<file path="src/rtl/pattern_serializer_pkg.sv">
// Shared state encoding and load-length clamp for the pattern serializer.
// Build option PATTERN_SERIALIZER_PRESCALE_EN is handled in the top and divider files.
package pattern_serializer_pkg;

    typedef logic [1:0] state_t;

    localparam state_t IDLE  = 2'd0;
    localparam state_t SHIFT = 2'd1;
    localparam state_t DONE  = 2'd2;

    function automatic int clamp_len(input int len, input int width);
        return (len > width) ? width : len;
    endfunction

endpackage

</file>
<file path="src/rtl/pattern_serializer_if.sv">
// Load handshake between the host command decoder and the pattern serializer.
interface pattern_serializer_if #(
    parameter int WIDTH = 64,
    parameter int LEN_W = $clog2(WIDTH + 1),
    parameter int REP_W = 8
) ();

    logic             load_valid;
    logic             load_ready;
    logic [WIDTH-1:0] load_data;
    logic [LEN_W-1:0] load_len;
    logic             load_lsb_first;
    logic [REP_W-1:0] load_repeat;

    modport master (
        output load_valid,
        output load_data,
        output load_len,
        output load_lsb_first,
        output load_repeat,
        input  load_ready
    );

    modport slave (
        input  load_valid,
        input  load_data,
        input  load_len,
        input  load_lsb_first,
        input  load_repeat,
        output load_ready
    );

endinterface

</file>
<file path="src/rtl/pattern_serializer_bit_rate_divider.sv">
// Bit-rate prescaler: bit_tick fires once every div+1 cycles, restarted at each load.
// Only present when PATTERN_SERIALIZER_PRESCALE_EN is defined.
`ifdef PATTERN_SERIALIZER_PRESCALE_EN
module bit_rate_divider #(
    parameter int DIV_W = 16
) (
    input  logic             clk,
    input  logic             rst_n,
    input  logic             restart,
    input  logic [DIV_W-1:0] div,
    output logic             bit_tick
);

    logic [DIV_W-1:0] div_q;
    logic [DIV_W-1:0] cnt_q;

    // Down-counter with terminal-count compare; restart loads the fresh divisor
    // so the first bit is held as long as every other bit.
    always_ff @(posedge clk or negedge rst_n) begin
        if (!rst_n) begin
            div_q <= '0;
            cnt_q <= '0;
        end else if (restart) begin
            div_q <= div;
            cnt_q <= div;
        end else if (cnt_q == '0) begin
            cnt_q <= div_q;
        end else begin
            cnt_q <= cnt_q - DIV_W'(1);
        end
    end

    assign bit_tick = (cnt_q == '0);

endmodule
`endif

</file>
<file path="src/rtl/pattern_serializer.sv">
// Glitch-waveform serializer: plays the first load_len bits of a pattern, repeated load_repeat times.
// Define PATTERN_SERIALIZER_PRESCALE_EN to hold each bit for bit_div+1 cycles.
//
// state | meaning
// IDLE  | waiting for a load; out=0, busy=0
// SHIFT | emitting pattern bits, out_valid=1
// DONE  | one-cycle done pulse, busy=1
module pattern_serializer
    import pattern_serializer_pkg::*;
#(
    parameter int WIDTH = 64,
    parameter int LEN_W = $clog2(WIDTH + 1),
    parameter int REP_W = 8
`ifdef PATTERN_SERIALIZER_PRESCALE_EN
    ,
    parameter int DIV_W = 16
`endif
) (
    input  logic                 clk,
    input  logic                 rst_n,
    pattern_serializer_if.slave  load,
    input  logic                 abort,
`ifdef PATTERN_SERIALIZER_PRESCALE_EN
    input  logic [DIV_W-1:0]     bit_div,
`endif
    output logic                 out,
    output logic                 out_valid,
    output logic                 busy,
    output logic                 done
);

    state_t           state_q, state_d;
    logic [WIDTH-1:0] data_q, data_d;
    logic [LEN_W-1:0] len_q, len_d;
    logic [LEN_W-1:0] bit_cnt_q, bit_cnt_d;
    logic [REP_W-1:0] rep_q, rep_d;
    logic             lsb_q, lsb_d;
    logic [LEN_W-1:0] len_clamped;
    logic [LEN_W-1:0] idx_d;
    logic             load_fire;
    logic             last_bit;
    logic             bit_tick;
    logic             out_q, out_d;

    assign load.load_ready = (state_q == IDLE) && !abort && rst_n;
    assign load_fire       = load.load_valid && load.load_ready;
    assign len_clamped     = LEN_W'(clamp_len(int'(load.load_len), WIDTH));
    assign last_bit        = (bit_cnt_q == len_q - LEN_W'(1));

`ifdef PATTERN_SERIALIZER_PRESCALE_EN
    bit_rate_divider #(
        .DIV_W (DIV_W)
    ) u_bit_rate_divider (
        .clk      (clk),
        .rst_n    (rst_n),
        .restart  (load_fire),
        .div      (bit_div),
        .bit_tick (bit_tick)
    );
`else
    assign bit_tick = 1'b1;
`endif

    always_comb begin
        state_d   = state_q;
        data_d    = data_q;
        len_d     = len_q;
        bit_cnt_d = bit_cnt_q;
        rep_d     = rep_q;
        lsb_d     = lsb_q;
        case (state_q)
            IDLE: begin
                if (load_fire) begin
                    data_d    = load.load_data;
                    len_d     = len_clamped;
                    lsb_d     = load.load_lsb_first;
                    rep_d     = load.load_repeat;
                    bit_cnt_d = '0;
                    state_d   = (len_clamped == '0) ? DONE : SHIFT;
                end
            end
            SHIFT: begin
                if (abort) begin
                    state_d = IDLE;
                end else if (bit_tick) begin
                    if (!last_bit) begin
                        bit_cnt_d = bit_cnt_q + LEN_W'(1);
                    end else if (rep_q != '0) begin
                        // Wrap straight into the next repeat so there is no idle gap.
                        rep_d     = rep_q - REP_W'(1);
                        bit_cnt_d = '0;
                    end else begin
                        state_d = DONE;
                    end
                end
            end
            DONE:    state_d = IDLE;
            default: state_d = IDLE;
        endcase
    end

    // The output bit is registered from next-state values so out lines up with out_valid.
    always_comb begin
        idx_d = lsb_d ? bit_cnt_d : (len_d - LEN_W'(1) - bit_cnt_d);
        out_d = 1'b0;
        for (int i = 0; i < WIDTH; i++) begin
            if (idx_d == LEN_W'(i)) out_d = data_d[i];
        end
        if (state_d != SHIFT) out_d = 1'b0;
    end

    always_ff @(posedge clk or negedge rst_n) begin
        if (!rst_n) begin
            state_q   <= IDLE;
            data_q    <= '0;
            len_q     <= '0;
            bit_cnt_q <= '0;
            rep_q     <= '0;
            lsb_q     <= 1'b0;
            out_q     <= 1'b0;
        end else begin
            state_q   <= state_d;
            data_q    <= data_d;
            len_q     <= len_d;
            bit_cnt_q <= bit_cnt_d;
            rep_q     <= rep_d;
            lsb_q     <= lsb_d;
            out_q     <= out_d;
        end
    end

    assign out       = out_q;
    assign out_valid = (state_q == SHIFT);
    assign busy      = (state_q != IDLE);
    assign done      = (state_q == DONE);

endmodule

</file>
<file path="src/flat_wrapper.sv">
// flat-port wrapper written by rule: the top's interface ports become plain ports
module pattern_serializer_flat import pattern_serializer_pkg::*;
#(
    parameter int WIDTH = 64,
    parameter int LEN_W = $clog2(WIDTH + 1),
    parameter int REP_W = 8

)
  (clk, rst_n, abort, out, out_valid, busy, done, load_load_valid, load_load_data, load_load_len, load_load_lsb_first, load_load_repeat, load_load_ready);
  pattern_serializer_if #(.WIDTH(WIDTH), .LEN_W(LEN_W), .REP_W(REP_W)) load_i ();
  input  logic clk;
  input  logic rst_n;
  input  logic abort;
  output logic out;
  output logic out_valid;
  output logic busy;
  output logic done;
  input wire logic [$bits(load_i.load_valid)-1:0] load_load_valid;
  input wire logic [$bits(load_i.load_data)-1:0] load_load_data;
  input wire logic [$bits(load_i.load_len)-1:0] load_load_len;
  input wire logic [$bits(load_i.load_lsb_first)-1:0] load_load_lsb_first;
  input wire logic [$bits(load_i.load_repeat)-1:0] load_load_repeat;
  output wire logic [$bits(load_i.load_ready)-1:0] load_load_ready;
  assign load_i.load_valid = load_load_valid;
  assign load_i.load_data = load_load_data;
  assign load_i.load_len = load_load_len;
  assign load_i.load_lsb_first = load_load_lsb_first;
  assign load_i.load_repeat = load_load_repeat;
  assign load_load_ready = load_i.load_ready;
  pattern_serializer #(.WIDTH(WIDTH), .LEN_W(LEN_W), .REP_W(REP_W)) u_core (.clk(clk), .rst_n(rst_n), .load(load_i), .abort(abort), .out(out), .out_valid(out_valid), .busy(busy), .done(done));
endmodule
</file>
<file path="config.mk">
export PLATFORM = sky130hd
export DESIGN_NAME = pattern_serializer_flat
export DESIGN_NICKNAME = d
export VERILOG_FILES = /design/src/rtl/pattern_serializer_pkg.sv /design/src/rtl/pattern_serializer_if.sv /design/src/rtl/pattern_serializer_bit_rate_divider.sv /design/src/rtl/pattern_serializer.sv /design/src/flat_wrapper.sv
export SDC_FILE = /design/constraint.sdc
export NUM_CORES = 1
export LEC_CHECK = 0
export CAP_MARGIN = 20
export CORE_AREA = 5 5 95 141
export DETAILED_ROUTE_END_ITERATION = 8
export DIE_AREA = 0 0 100 146
export PLACE_DENSITY = 0.76
export SLEW_MARGIN = 30
export SYNTH_ARGS = -nofsm -noshare
export SYNTH_HDL_FRONTEND = slang
export SYNTH_HIERARCHICAL = 1
export SYNTH_SLANG_ARGS = --single-unit
export TNS_END_PERCENT = 5
</file>
<file path="constraint.sdc">
create_clock -name clk -period 5.65 [get_ports clk]
set_input_delay 1.13 -clock clk [delete_from_list [all_inputs] [get_ports clk]]
set_output_delay 1.13 -clock clk [all_outputs]
set_load 0.02 [all_outputs]
</file>
==> impl_metrics.prom <==
# TYPE chip_impl_metric gauge
chip_impl_metric{name="tns",unit="ns"} 0
chip_impl_metric{name="peakVddDrop",unit="mV"} 0.235
chip_impl_info{name="commonest_non_fill_non_tap_cell_in_the_layout",value="nand2_1"} 1
chip_impl_metric{name="drtIter0Drc",unit=""} 326
chip_impl_metric{name="timing.critical_path.required",unit="ns"} 5.91
chip_impl_metric{name="fin_ws",unit="ns"} 0.343
chip_impl_metric{name="routed-via-count",unit=""} 6079
chip_impl_metric{name="start_util",unit="%"} 48.8
chip_impl_metric{name="cp.arrival",unit="ns"} 5.57
chip_impl_info{name="timing.hold.worst.start",value="u_core/data_q[30]"} 1
chip_impl_metric{name="syn_area",unit="um^2"} 5830
chip_impl_info{name="worst_r2r_startpoint",value="u_core/len_q[0]"} 1
chip_impl_metric{name="powerDensity",unit="nW/um^2"} 393
chip_impl_metric{name="synthesis.nets",unit=""} 835
chip_impl_metric{name="final-setup-viol-count",unit=""} 0
chip_impl_metric{name="floorplan.rows",unit=""} 49
chip_impl_metric{name="num-fill-cells",unit=""} 1066
chip_impl_metric{name="clk_pin_slew_worst_paths",unit="ns"} 0.06
chip_impl_metric{name="setup.reg_to_reg.worst_slack",unit="ns"} 0.34
chip_impl_metric{name="finalClockSkew",unit="ns"} 0.00536
chip_impl_metric{name="core_region_area",unit="um^2"} 12000
chip_impl_metric{name="clk-insertion-delay-late",unit="ns"} 0.34
chip_impl_info{name="min-delay-path-class",value="reg -> reg"} 1
chip_impl_info{name="layout.cells.most_common_list",value="nand2_1 (210), dfrtp_1 (89), clkdlybuf4s50_1 (87)"} 1
chip_impl_metric{name="routed-wl-met2",unit="mm"} 10.5
chip_impl_info{name="clock_tree_from_tritoncts",value="built"} 1
chip_impl_metric{name="antenna-diode-count",unit=""} 0
chip_impl_metric{name="drc_errors",unit=""} 0
chip_impl_metric{name="cellLeakagePower",unit="nW"} 3.40
chip_impl_metric{name="post-place-ws",unit="ns"} 0.0226
chip_impl_metric{name="die_height",unit="um"} 146
chip_impl_info{name="endpoint",value="u_core/out"} 1
chip_impl_metric{name="placement_stage_cell_area",unit="um^2"} 7190
chip_impl_metric{name="cts_num_sinks",unit=""} 90
chip_impl_metric{name="count_of_different_cell_masters_after_synthesis",unit=""} 82
chip_impl_metric{name="floorplan.io_pins",unit=""} 89
chip_impl_metric{name="maxCapViolCount",unit=""} 0
chip_impl_info{name="critPathLaunchType",value="flop"} 1
chip_impl_metric{name="grt_start_max_net_pins",unit=""} 51
chip_impl_metric{name="dp.final_hpwl",unit="mm"} 15.3
chip_impl_metric{name="io_buffers",unit=""} 88
chip_impl_info{name="clock-root-buffer",value="clkbuf_16"} 1
chip_impl_metric{name="seqCellArea",unit="um^2"} 2250
chip_impl_metric{name="synth_area_per_cell",unit="um^2"} 7.87
chip_impl_metric{name="post_synthesis_instance_total",unit=""} 741
chip_impl_metric{name="utilization",unit="%"} 63.2
chip_impl_metric{name="design_area",unit="um^2"} 7550
chip_impl_metric{name="final_min_period_over_clock_period",unit="%"} 93.9
chip_impl_metric{name="maxSlewViolCount",unit=""} 0
chip_impl_metric{name="cts.htree.levels",unit=""} 3
chip_impl_metric{name="yosysSeqAreaShare",unit="%"} 38.6
chip_impl_metric{name="syn2layout_area_growth",unit="%"} 29.4
chip_impl_info{name="setup_repair_after_global_routing_missed_its_margin",value="no"} 1
chip_impl_metric{name="avgViaCountPerCell",unit=""} 5.98
chip_impl_metric{name="total_of_warnings_raised_by_yosys",unit=""} 6
chip_impl_metric{name="synth_enable_flop_cells",unit=""} 0
chip_impl_metric{name="wire_length_of_the_first_global_routing_pass",unit="mm"} 31.6
chip_impl_metric{name="routedWlPerCell",unit="um"} 19.4
chip_impl_metric{name="via_count_of_the_first_global_routing_pass",unit=""} 6234
chip_impl_metric{name="drive_above_1_share",unit="%"} 12.5
chip_impl_metric{name="async_sr_flop_fraction",unit="%"} 100
chip_impl_metric{name="die_x",unit="um"} 100
chip_impl_info{name="timing.setup.critical_path_class",value="reg -> reg"} 1
chip_impl_metric{name="cts_hold_repair.buffers",unit=""} 0
chip_impl_metric{name="max_freq",unit="MHz"} 188
chip_impl_info{name="status",value="complete, no violations"} 1
chip_impl_metric{name="cts-root-to-sink-buffers",unit=""} 2
chip_impl_metric{name="ys_seq_elements",unit=""} 90
chip_impl_metric{name="ant_nets",unit=""} 0
chip_impl_metric{name="tritoncts.num_buffers",unit=""} 9
chip_impl_metric{name="global_route.overflow_total",unit=""} 0
chip_impl_metric{name="antenna_found_initial",unit=""} 0
chip_impl_metric{name="fin_worst_hold_slack",unit="ns"} 0.474
chip_impl_info{name="highest_layer",value="met4"} 1
chip_impl_metric{name="tightest_pin_transition",unit="ns"} 0.761
chip_impl_metric{name="detail_route.wirelength",unit="mm"} 19.8
chip_impl_metric{name="met3_length",unit="um"} 926
chip_impl_info{name="start_point_of_the_critical_path",value="u_core/len_q[0]"} 1
chip_impl_metric{name="multi_input_logic_area",unit="um^2"} 3360
chip_impl_info{name="timing.critical_path.to_type",value="flop"} 1
chip_impl_metric{name="layout_min_cycle_time",unit="ns"} 5.31
chip_impl_metric{name="worst_r2r_path_depth",unit=""} 25
chip_impl_info{name="reg2reg_to",value="u_core/out"} 1
chip_impl_metric{name="pre_repair_dr_iteration_count",unit=""} 5
chip_impl_metric{name="report.final.hold_viol_count",unit=""} 0
chip_impl_metric{name="routedLengthMet1",unit="mm"} 7.29
chip_impl_metric{name="place.gp.congestion",unit=""} 0.965
chip_impl_metric{name="layout.nets",unit=""} 953
chip_impl_metric{name="max-slew-margin-rel",unit="%"} 49.1
chip_impl_metric{name="worst_path_maximum_fanout",unit=""} 7
chip_impl_metric{name="die-area",unit="um^2"} 14600
chip_impl_info{name="ys.flop_type",value="dfrtp_1"} 1
chip_impl_metric{name="global_route.usage.total",unit="%"} 27.2
flip-flops by register name (all words and copies together), names as in the netlist:
register          cells
u_core/len_q          7
u_core/state_q        2
u_core/lsb_q          1
u_core/data_q        64
u_core/out            1
u_core/rep_q          8
u_core/bit_cnt_q      7
stage by stage:
step,power [mW],instances
2_1_floorplan,1.71,741
5_1_grt,3.14,1017
3_5_place_dp,2.28,998
6_report,2.96,1017
4_1_cts,2.94,1014
3_3_place_gp,2.25,998
worst min-delay path by stage:
stage                   endpoint  slack [ns]  depth (start not counted)
2_1_floorplan   u_core/data_q[8]        0.43                          2
3_3_place_gp    u_core/data_q[8]        0.46                          2
3_5_place_dp   u_core/data_q[30]        0.46                          2
4_1_cts        u_core/data_q[30]        0.48                          2
5_1_grt        u_core/data_q[12]        0.49                          2
6_report       u_core/data_q[30]        0.47                          2
worst max-delay path: stages, from the launching register on:
cell,delay [ns]
dfrtp_2,0.45
inv_1,0.09
ha_2,0.24
or3b_1,0.37
a211oi_2,0.26
o211ai_1,0.21
a31oi_4,0.24
buf_4,0.17
nor3_2,0.05
nor2_1,0.15
ha_1,0.19
inv_1,0.06
fa_2,0.35
nor2b_1,0.13
o21ai_0,0.12
a21boi_1,0.19
o21ai_1,0.13
nand3_1,0.10
nor3b_4,0.21
xnor2_2,0.14
or3b_1,0.41
or3_1,0.39
o211a_1,0.16
o311ai_1,0.09
o2111ai_1,0.17
a21oi_1,0.16
timing repair:
item	4_1_cts	5_1_grt
resized for setup	0	11
hold endpoints to repair	0	0
endpoints found under the setup margin	0	1
setup buffers	0	3
power breakdown:
| group | internal (mW) | switching (mW) |
|---|---|---|
| sequential | 0.772 | 0.0708 |
| clock | 0.400 | 0.248 |
| combinational | 0.585 | 0.887 |
| total | 1.76 | 1.21 |
per-layer routing:
metal  vias to the layer above  global-route usage [%]
met3                        65                    3.69
met5                         -                       0
met1                      2935                    30.2
met4                         0                    13.7
met2                       211                    49.4
li1                       2868                       -
logic make-up (layout without fill, tap and decap cells):
family | Yosys count | count (layout) | share of synthesized area (%)
adders and majority gates | 10 | 10 | 2.27
AOI/OAI and AO/OA | 179 | 179 | 22.3
muxes | 10 | 10 | 1.78
DFF | 90 | 90 | 38.6
and+or+nand+nor | 372 | 372 | 28.5
buffers and inverters | 68 | 191 | 4.59
xor gates and xnor gates | 12 | 12 | 1.93
synthesized netlist by cell type, types with 3 or more instances:
cell	instances	area, um^2
nand2_1	211	792
dfrtp_1	90	2250
nor2_1	46	173
a21oi_1	31	155
o21ai_0	30	150
inv_1	29	109
nand3_1	29	145
nor3_1	29	145
clkbuf_1	26	97.6
o22ai_1	11	68.8
a211oi_1	9	67.6
a31oi_1	9	56.3
ha_1	9	113
nand2b_1	9	56.3
o21a_1	9	67.6
buf_1	8	30.0
mux2i_1	7	70.1
or3_1	7	43.8
xnor2_1	7	61.3
a221oi_1	6	52.6
a22oi_1	5	37.5
and2_1	5	31.3
nor4_1	5	31.3
o211ai_1	5	37.5
o31ai_1	5	37.5
a21boi_0	4	30.0
a32oi_1	4	35.0
a41oi_1	4	35.0
nand3b_1	4	30.0
nor3b_1	4	30.0
o211a_1	4	40.0
o311ai_0	4	35.0
xor2_1	4	35.0
a21o_1	3	22.5
a31o_2	3	26.3
and3_1	3	18.8
mux2_2	3	33.8
nand4b_1	3	26.3
o311ai_1	3	26.3
or3b_1	3	26.3
layout make-up:
class | instances | area share [%]
tap | 153 | 2.54
clock inverter | 4 | 0.994
sequential | 90 | 29.8
multi-input combinational | 583 | 44.5
timing repair buffer | 145 | 17.3
inverter | 30 | 1.52
clock buffer | 12 | 3.26
Power figures use the tool's default switching activity.
